==> src/rtl/timebase_pkg.sv <==
// Shared types and default ratios for the alarm-clock time-base generator.
// Also provides the counter-width helper used by the counter and the top-level ports.
package timebase_pkg;

    typedef enum logic [1:0] {
        TB_NORMAL = 2'b00,
        TB_FAST   = 2'b01
    } tb_mode_e;

    localparam int DEF_CLK_PER_SEC  = 256;
    localparam int DEF_SEC_PER_MIN  = 60;
    localparam int DEF_MIN_PER_HOUR = 60;

    // Width needed to hold 0..modulus-1, never less than one bit.
    function automatic int cnt_width(input int modulus);
        return (modulus > 2) ? $clog2(modulus) : 1;
    endfunction

endpackage

==> src/rtl/timebase_gen_mod_counter.sv <==
// Modulo-N up-counter with synchronous clear and increment enable.
// terminal flags the last count; an increment at terminal wraps to zero.
module mod_counter
    import timebase_pkg::*;
#(
    parameter int MODULUS = 2
) (
    input  logic                           clock,
    input  logic                           reset,
    input  logic                           clr,
    input  logic                           inc,
    output logic [cnt_width(MODULUS)-1:0]  value,
    output logic                           terminal
);

    localparam int             W    = cnt_width(MODULUS);
    localparam logic [W-1:0]   LAST = W'(MODULUS - 1);
    localparam logic [W-1:0]   ONE  = W'(1);

    logic [W-1:0] value_q;
    logic [W-1:0] value_d;

    assign terminal = (value_q == LAST);
    assign value    = value_q;

    // Clear has priority over increment so a reload never lets a wrap through.
    always_comb begin
        value_d = value_q;
        if (clr) begin
            value_d = '0;
        end else if (inc) begin
            if (terminal) begin
                value_d = '0;
            end else begin
                value_d = value_q + ONE;
            end
        end
    end

    always_ff @(posedge clock or posedge reset) begin
        if (reset) begin
            value_q <= '0;
        end else begin
            value_q <= value_d;
        end
    end

endmodule

==> src/rtl/timebase_gen.sv <==
// Time-base generator: divides the system clock into second, minute and hour pulses
// with pause, reload clear and a fast mode where one "minute" lasts one second.
module timebase_gen
    import timebase_pkg::*;
#(
    parameter int CLK_PER_SEC  = DEF_CLK_PER_SEC,
    parameter int SEC_PER_MIN  = DEF_SEC_PER_MIN,
    parameter int MIN_PER_HOUR = DEF_MIN_PER_HOUR
) (
    input  logic                                clock,
    input  logic                                reset,
    input  logic                                reset_count,
    input  logic                                enable,
    input  logic [1:0]                          mode,
    output logic                                one_second,
    output logic                                one_minute,
    output logic                                one_hour,
    output logic [cnt_width(SEC_PER_MIN)-1:0]   sec_index,
    output logic [cnt_width(MIN_PER_HOUR)-1:0]  min_index
);

    localparam int CYC_W = cnt_width(CLK_PER_SEC);
    localparam int SEC_W = cnt_width(SEC_PER_MIN);
    localparam int MIN_W = cnt_width(MIN_PER_HOUR);

    logic [CYC_W-1:0] cyc_cnt;
    logic [SEC_W-1:0] sec_cnt;
    logic [MIN_W-1:0] min_cnt;
    logic             cyc_last;
    logic             sec_last;
    logic             min_last;

    logic sec_tick;
    logic min_tick_n;
    logic fast;
    logic eff_min_tick;
    logic hour_tick;

    logic one_second_q;
    logic one_second_d;
    logic one_minute_reg_q;
    logic one_minute_reg_d;
    logic one_hour_q;
    logic one_hour_d;

    // Terminal-count events; every one of them is gated by enable through sec_tick.
    assign sec_tick     = enable & cyc_last;
    assign min_tick_n   = sec_tick & sec_last;
    assign fast         = (mode == TB_FAST);
    assign eff_min_tick = fast ? sec_tick : min_tick_n;
    assign hour_tick    = eff_min_tick & min_last;

    mod_counter #(
        .MODULUS (CLK_PER_SEC)
    ) u_cyc (
        .clock    (clock),
        .reset    (reset),
        .clr      (reset_count),
        .inc      (enable),
        .value    (cyc_cnt),
        .terminal (cyc_last)
    );

    mod_counter #(
        .MODULUS (SEC_PER_MIN)
    ) u_sec (
        .clock    (clock),
        .reset    (reset),
        .clr      (reset_count),
        .inc      (sec_tick),
        .value    (sec_cnt),
        .terminal (sec_last)
    );

    // In fast mode the minute counter advances every second, so hours come MIN_PER_HOUR seconds apart.
    mod_counter #(
        .MODULUS (MIN_PER_HOUR)
    ) u_min (
        .clock    (clock),
        .reset    (reset),
        .clr      (reset_count),
        .inc      (eff_min_tick),
        .value    (min_cnt),
        .terminal (min_last)
    );

    always_comb begin
        one_second_d     = sec_tick;
        one_minute_reg_d = min_tick_n;
        one_hour_d       = hour_tick;
        if (reset_count) begin
            one_second_d     = 1'b0;
            one_minute_reg_d = 1'b0;
            one_hour_d       = 1'b0;
        end
    end

    always_ff @(posedge clock or posedge reset) begin
        if (reset) begin
            one_second_q     <= 1'b0;
            one_minute_reg_q <= 1'b0;
            one_hour_q       <= 1'b0;
        end else begin
            one_second_q     <= one_second_d;
            one_minute_reg_q <= one_minute_reg_d;
            one_hour_q       <= one_hour_d;
        end
    end

    // The minute selection follows mode combinationally so a mode switch takes effect at once.
    assign one_second = one_second_q;
    assign one_minute = fast ? one_second_q : one_minute_reg_q;
    assign one_hour   = one_hour_q;
    assign sec_index  = sec_cnt;
    assign min_index  = min_cnt;

endmodule

==> config.mk <==
export PLATFORM = sky130hd
export DESIGN_NAME = timebase_gen
export DESIGN_NICKNAME = d
export VERILOG_FILES = /design/src/rtl/timebase_pkg.sv /design/src/rtl/timebase_gen_mod_counter.sv /design/src/rtl/timebase_gen.sv
export SDC_FILE = /design/constraint.sdc
export NUM_CORES = 1
export LEC_CHECK = 0
export BUFFER_PORTS_ARGS = -buffer_cell sky130_fd_sc_hd__clkbuf_2
export CORE_ASPECT_RATIO = 0.6
export CORE_UTILIZATION = 54
export DETAILED_ROUTE_END_ITERATION = 8
export PLACE_DENSITY = 0.87
export SLEW_MARGIN = 20
export SYNTH_ARGS = -nofsm -noshare
export SYNTH_HDL_FRONTEND = slang
export SYNTH_SLANG_ARGS = --single-unit
==> constraint.sdc <==
create_clock -name clock -period 2.61 [get_ports clock]
set_clock_uncertainty 0.15 [all_clocks]
set_input_delay 0.261 -clock clock [delete_from_list [all_inputs] [get_ports clock]]
set_output_delay 0.261 -clock clock [all_outputs]
set_load 0.02 [all_outputs]
==> results of run 1 <==
[cell usage in the layout (no fill, tap or decap), types with 3 or more instances in the layout]
cell and n:
a211oi_1 3, a21oi_1 11, clkbuf_2 20, clkbuf_8 3, dfrtp_1 23, ha_1 3
inv_1 4, nand2_1 8, nand2b_1 3, nand3_1 6, nand4_1 6, nor2_1 8
nor3_1 4, o21ai_0 3, xnor2_1 4, xor2_1 3
[cell type report]
cell class	instances	area [µm²]	area share, %
inverter	4	15.0	1.10
multi-input combinational	92	599	43.7
clock buffer	4	45.0	3.29
sequential	23	576	42.0
timing repair buffer	20	100	7.31
tap	28	35.0	2.56
[cells by family after synthesis]
group	count (synthesis)	share of synthesized area, %
AO/OA/AOI/OAI	29	15.5
AND/OR/NAND/NOR	51	23.6
flip-flops	23	47.0
multiplexers	2	1.74
XOR/XNOR	7	5.01
adder cells (fa/ha/maj)	3	3.07
buffers and inverters	10	3.99
[sequential cells by signal, indices dropped and copies added, names as in the netlist]
register / count
u_cyc.value: 8
u_sec.value: 6
one_hour: 1
u_min.value: 6
one_second: 1
one_minute_reg_q: 1
[layer usage]
metal / routed length, µm / global-route usage [%] / up-vias
li1: - / - / 505
met1: 1300 / 35.6 / 495
met2: 1280 / 44.1 / 52
met3: 217 / 6.18 / 4
met4: 25 / 5.11 / 0
met5: 0 / 0 / -
[cell usage after synthesis, drive strengths merged]
cell,instances
a211oi,3
a21o,2
a21oi,11
a22o,1
a311oi,1
a31oi,2
a32o,1
a41oi,1
and2,1
and3,4
and4,2
and4b,1
buf,3
clkbuf,3
dfrtp,23
ha,3
inv,4
mux2,1
mux2i,1
nand2,9
nand2b,3
nand3,6
nand4,6
nand4b,1
nor2,8
nor2b,2
nor3,4
nor4,1
o21ai,3
o31ai,1
o32ai,2
o41ai,1
or3,2
or4,1
xnor2,4
xor2,3
[power breakdown]
group / internal, W / switching [W] / total [W]
sequential: 0.000363 / 0.0000160 / 0.000379
clock: 0.000109 / 0.000104 / 0.000213
combinational: 0.0000196 / 0.0000378 / 0.0000573
total: 0.000492 / 0.000158 / 0.000650
[through the flow]
step,hold slack (ns),setup slack [ns],instances,power (W)
after floorplan,0.113,0.689,125,0.000422
after global placement,0.298,0.660,167,0.000438
after detailed placement,0.296,0.488,167,0.000443
after CTS,0.0132,0.487,171,0.000653
after global routing,0.0623,0.331,171,0.000678
final,-0.00853,0.455,171,0.000650
[how the worst min path moves through the flow]
stage | cells after the start | end | slack (ns) | start
2_1_floorplan | 1 | one_hour | 0.11 | reset
3_3_place_gp | 2 | u_min.value[3] | 0.30 | reset
3_5_place_dp | 2 | u_min.value[4] | 0.30 | reset
4_1_cts | 2 | u_cyc.value[3] | 0.01 | reset
5_1_grt | 2 | one_hour | 0.06 | reset
6_report | 2 | u_cyc.value[0] | -0.009 | reset
==> metrics.txt, run 1 <==
status complete, but fails checks; failing checks hold timing; Crit Path Class reg -> reg; endpoints failing hold 23; Max stage delay on crit path 0.46 ns; post-route ant nets 0; Worst R2R Setup Slack 0.46 ns; Max transition margin 44.2%; worst slew pin tran 0.836 ns; Layout area overhead 12.0%; placed cell area 1330 µm²; setup TNS 0 ns; share of layout cells above drive strength 1 20.3%; Largest delay share family, worst path simple AND/OR/NAND/NOR gates; Via Count 1056; PwrDens approximately 470 nW/µm²; crit path capture type flip-flop; Syn Area/Cell ~10 µm²; Synth area leaders dfrtp_1 47%, a21oi_1 4.5%, ha_1 3.1%; Buf/Inv on CP 0; FP Rows 12; WL/cell ~17 µm; Die Width around 63 µm; root buffer cell clkbuf_8; library cells used by synthesis a little over 40; number of global-route vias before repair 929; nature of the critical path startpoint flip-flop; fill count 159; grt ovf 0; Setup-failing EPs final 0; top cell type by total area after synthesis dfrtp_1; hold_ws -0.00853 ns; PortBufs 20; vias per cell 6.18; gr usage total between 20% and 30%; CTS tree done; antenna violations before repair 0; post-route clock period utilization 82.6%; Synth Warn # 0; Max VDD drop ~0.43 mV; CP Cell Sequence ha_1 > and4_1 > and2_2 > a21oi_1 > o32ai_1; worst-path fanout max 13; DRT iter0 DRCs 81; Yosys top cell area share 47.0%; CTS Hold Bufs 0; Worst Setup SP u_cyc.value[0]; leakage 0.642 nW; Core Region ~2000 µm²; Ports 21; Hold Path Class in -> async; Max Cap Viol 0; postcts setup bufs 0; Worst Path Required 2.61 ns; Chip Height 38.9 µm; first-pass GRT wire length 4640 µm; Design Area, Final 1370 µm²; Routed WL 2820 µm; Max clock buf depth 2; RSZ-0062 raised after global routing false; flop and latch count out of synthesis 23; CTS H-tree depth 1; FMAX 464 MHz; routability cong. 0.878; Post-Syn Instances 125; worst r2r src u_cyc.value[0]; Critical Path End u_min.value[5]; antenna cells 0; Starting Density between 60% and 70%; pins over their slew limit 0; Clk Latency, worst-skew pair ~0.26 ns; register area share after synthesis a little under half; HPWL Detailed 2110 µm; worst r2r path cells 5; clock sinks 23; Max stage delay cell, worst path dfrtp_1; Critical Path Stages 5; clock transition at the registers of the reported paths around 0.080 ns; final net count around 150; die area 2470 µm²; DRC Markers 0; pin count of the biggest net entering global routing 26; Cell Area, Synth 1220 µm²; critical path arrival 2.15 ns; FF-to-FF End u_min.value[5]; post_cts resized 0; final core utilization between 60% and 70%; Final Critical Period 2.15 ns; First-pass DRT Iterations 4; total CTS buffers 3; post-synthesis net count approximately 130
Note: power is estimated with default switching activity, not from simulation.
==> run 2, diff against run 1 <==
==> constraint.sdc (replaced) <==
create_clock -name clock -period 2.2 [get_ports clock]
set_clock_uncertainty 0.15 [all_clocks]
set_input_delay 0.22 -clock clock [delete_from_list [all_inputs] [get_ports clock]]
set_output_delay 0.22 -clock clock [all_outputs]
set_load 0.02 [all_outputs]
==> run 2 against run 1 <==
  * The flow now finishes without violations
  * Non-clock buffer count grew 2
  * Sequential share of layout area decreased by 0.72 points
  * Clock-buffer cell count stayed put
  * Total power grew 20%
  * Clock power is 21% higher
  * Critical endpoint is now u_min.value[4]
==> metrics.txt, run 2 (synthesized netlist as in run 1, its figures left out) <==
status finished clean; post-route clock period utilization between 90% and 100%; Max clock buf depth 2; Clk Latency, worst-skew pair 0.26 ns; post-route ant nets 0; Layout area overhead 13.9%; worst r2r src u_cyc.value[0]; HP Start enable; Hold Crit Endpoint u_cyc.value[1]; Global Route met3 Usage between 7 and 8%; gr usage total 27.2%; FMAX around 480 MHz; pins over their slew limit 0; Worst R2R Setup Slack between 0.09 and 0.1 ns; total CTS buffers 3; nature of the critical path startpoint flip-flop; Max VDD drop 0.345 mV; CTS H-tree depth 1; setup ws final between 0.09 and 0.1 ns; first-pass GRT wire length 4860 µm; Max Cap Viol 0; root buffer cell clkbuf_8; Worst Path Required 2.20 ns; Setup-failing EPs final 0; Largest register FFs 8; Ports 21; antenna violations before repair 0; clock transition at the registers of the reported paths ~0.080 ns; Via Count around 1.1k; FF-to-FF End u_min.value[4]; Max transition margin 67.3%; crit path capture type flip-flop; GR met2 Demand/Resource 40.7%; die area ~2500 µm²; First-pass DRT Iterations 4; vias per cell 6.56; final core utilization 70.3%; Routed WL between 2000 and 3000 µm; DRT iter0 DRCs 73; met1 global-route usage ~36%; setup TNS 0 ns; most common cell after layout, fill and taps aside dfrtp_1; CTS tree done; worst-path fanout max 13; busiest grt layer met2; antenna cells 0; final net count 155; worst slew pin tran roughly 0.49 ns; leakage 0.652 nW; routability cong. 0.875; pin count of the biggest net entering global routing 26; Core Region roughly 2000 µm²; HPWL Detailed ~2200 µm; PwrDens 560 nW/µm²; PortBufs 20; clock sinks 23; total power 0.000781 W; Chip Height roughly 40 µm; Starting Density 61.7%; worst r2r path cells 5; number of global-route vias before repair 1047; dpl ws 0.0548 ns; most frequent cells in the layout 23 x dfrtp_1, 20 x clkbuf_2, 11 x a21oi_1, 8 x nand2_1, 8 x nor2_1; grt ovf 0; FP Rows 12; Crit Path Class reg -> reg; endpoints failing hold 0; Die Width 63.5 µm; RSZ-0062 raised after global routing false; DRC Markers 0; Hold Path Class in -> reg; WL/cell 17.3 µm; critical path arrival 2.10 ns; worst hold path depth 3; share of layout cells above drive strength 1 21.4%; Final Critical Period 2.10 ns
run 2: final cells by class:
| class | count | area, µm² |
|---|---|---|
| Inverter | 4 | 15.0 |
| Timing Repair Buffer | 22 | 118 |
| Sequential cell | 23 | 576 |
| Clock buffer | 4 | 45.0 |
| Fill cell | 161 | 588 |
| Multi-Input combinational cell | 92 | 606 |
| Tap cell | 28 | 35.0 |
run 2: worst max-delay path by stage:
stage	slack, ns	endpoint	depth (start not counted)	startpoint
after floorplan	0.28	u_min.value[2]	5	u_sec.value[0]
after global placement	0.25	u_min.value[2]	5	u_sec.value[0]
after detailed placement	0.05	u_min.value[4]	5	u_cyc.value[0]
after CTS	0.03	u_min.value[4]	5	u_cyc.value[0]
after global routing	0.01	u_min.value[4]	5	u_cyc.value[0]
final	0.1	u_min.value[4]	5	u_cyc.value[0]
run 2: power by group:
group          internal (W)  switching (W)  leakage, nW   total, W
sequential         0.000431      0.0000201        0.319   0.000451
clock              0.000129       0.000128       0.0228   0.000257
combinational     0.0000260      0.0000472        0.311  0.0000732
total              0.000586       0.000195        0.652   0.000781
run 2: stage by stage:
stage | hold slack, ns | std cells | instance area (µm²)
6_report | 0.192 | 173 | 1390
5_1_grt | 0.204 | 173 | 1390
4_1_cts | 0.183 | 173 | 1390
3_5_place_dp | 0.109 | 168 | 1330
3_3_place_gp | 0.100 | 168 | 1330
2_1_floorplan | 0.0719 | 125 | 1220
run 2: routing by layer:
metal,vias up,share of wire [%]
met4,0,2.5
met5,-,0
li1,510,-
met3,12,11
met1,540,43
met2,73,44
run 2: critical path, cell delays in order, from the launching register on:
cell and delay, ns:
dfrtp_1 0.47, ha_1 0.24, and4_1 0.34, and2_4 0.29
a21oi_1 0.14, o32ai_1 0.35
run 2: repair_timing:
action                                  in CTS  in global routing
setup buffers                                0                  0
hold buffers                                 1                  0
endpoints found under the setup margin       0                  3
gates resized for setup                      0                  2
hold endpoints to repair                    23                  0
==> run 3, diff against run 2 <==
==> constraint.sdc (replaced) <==
create_clock -name clock -period 2.1 [get_ports clock]
set_clock_uncertainty 0.15 [all_clocks]
set_input_delay 0.21 -clock clock [delete_from_list [all_inputs] [get_ports clock]]
set_output_delay 0.21 -clock clock [all_outputs]
set_load 0.02 [all_outputs]
==> run 3 against run 2 <==
  * Die area unchanged
  * Utilization increased by 1.1 points
  * Highest routed layer unchanged
  * Critical endpoint is now u_min.value[5]
  * Worst hold slack got worse by 0.086 ns
==> metrics.txt, run 3 (synthesized netlist as in run 1, its figures left out) <==
status finished clean; CTS tree done; worst-path fanout max 13; Setup-failing EPs final 0; Ports 21; Max stage delay cell, worst path dfrtp_1; number of global-route vias before repair 930; total power approximately 0.00083 W; clock transition at the registers of the reported paths 0.08 ns; First-pass DRT Iterations 4; routability cong. 0.824; Max VDD drop about 0.45 mV; Max Cap Viol 0; Worst Path Required 2.11 ns; Core Region just under 2000 µm²; Largest register FFs 8; Finished Layout Cells 176; DRC Markers 0; Crit Path Class reg -> reg; Via Count 1080; pins over their slew limit 0; PortBufs 20; final core utilization 71.5%; critical path arrival 1.95 ns; share of layout cells above drive strength 1 23.0%; FMAX 513 MHz; Clk Latency, worst-skew pair between 0.2 and 0.3 ns; setup TNS 0 ns; DRT iter0 DRCs 38; antenna cells 0; leakage 0.668 nW; most frequent cells in the layout 23 x dfrtp_1, 20 x clkbuf_2, 11 x a21oi_1, 8 x nand2_1, 8 x nor2_1; first-pass GRT wire length around 4300 µm; clock sinks 23; antenna violations before repair 0; Routed WL 2690 µm; grt ovf 0; WL/cell 15.3 µm; die area 2470 µm²; Max stage delay on crit path 0.36 ns; HPWL Detailed 1980 µm; gr usage total approximately 25%; Max transition margin between 70% and 80%; Die Width 63.5 µm; post-route clock period utilization 92.8%; Starting Density 61.7%; root buffer cell clkbuf_8; Max clock buf depth 2; RSZ-0062 raised after global routing false; worst slew pin tran 0.419 ns; nature of the critical path startpoint flip-flop; crit path capture type flip-flop; post-route ant nets 0; Hold Path Class in -> reg; most common cell after layout, fill and taps aside dfrtp_1; total CTS buffers 3; CTS H-tree depth 1; vias per cell between 6 and 7; final net count 158; Cells after DPL roughly 170; pin count of the biggest net entering global routing 24; CP Cell Sequence ha_1 > and4_1 > and2_4 > a21oi_1 > o32ai_1; endpoints failing hold 0; Layout area overhead 15.7%; FP Rows 12; Final Critical Period 1.95 ns; PwrDens between 500 and 600 nW/µm²; Chip Height 38.9 µm; postcts setup bufs 0
[run 3: cell count changes in the layout (fill, tap and decap cells not counted)]
| cell | delta |
|---|---|
| buf_4 | +3 |
[run 3: worst max-delay path, delay by kind of cell, from the launching register on]
| kind | cells | cell delay (ns) |
|---|---|---|
| simple gates | 2 | 0.65 |
| flops | 1 | 0.36 |
| fa+ha+maj | 1 | 0.19 |
| compound gates | 2 | 0.48 |
[run 3: path summary, 6_finish.rpt]
check	startpoint	endpoint	slack, ns	cells past startpoint
worst min-delay path	reset_count	u_min.value[0]	0.11	2
max in group asynchronous	reset	u_min.value[3]	1.22	4
worst max register to register	u_cyc.value[1]	u_min.value[5]	0.15	5
min in group asynchronous	reset	u_cyc.value[3]	0.36	4
worst max-delay path	u_cyc.value[1]	u_min.value[5]	0.15	5
worst min register to register	u_cyc.value[7]	u_cyc.value[7]	0.43	2
[run 3: final cells by class]
type | count | area [µm²]
inverter | 4 | 15.0
fill | 169 | 566
timing repair buffer | 25 | 140
clock buffer | 4 | 45.0
sequential | 23 | 576
multi-input combinational | 92 | 606
tap | 28 | 35.0
[run 3: power breakdown]
part / total (W) / internal (W) / switching, W
sequential: 0.000467 / 0.000451 / 0.0000160
combinational: 0.0000850 / 0.0000326 / 0.0000524
clock: 0.000273 / 0.000136 / 0.000137
total: 0.000825 / 0.000619 / 0.000206
[run 3: metrics by stage]
step                setup slack, ns  area, µm²  hold WS (ns)
floorplan                     0.179       1220        0.0619
global placement              0.200       1360        0.0897
detailed placement           0.0860       1360        0.0992
CTS                          0.0640       1410        0.0927
global route                 0.0298       1420         0.125
finish                        0.151       1420         0.106
[run 3: timing repair]
action / 4_1_cts / 5_1_grt
gates resized for setup: 0 / 2
endpoints found under the hold margin: 23 / 0
endpoints found under the setup margin: 0 / 3
hold buffers: 1 / 0
[run 3: layer usage]
layer | vias to the layer above | part of all wire [%] | wire length (µm) | global-route usage [%]
li1 | 512 | - | - | -
met1 | 509 | 46 | 1230 | 34.9
met2 | 53 | 44 | 1200 | 36.4
met3 | 6 | 8.4 | 227 | 6.47
met4 | 0 | 1.5 | 40 | 9.66
met5 | - | 0 | 0 | 0
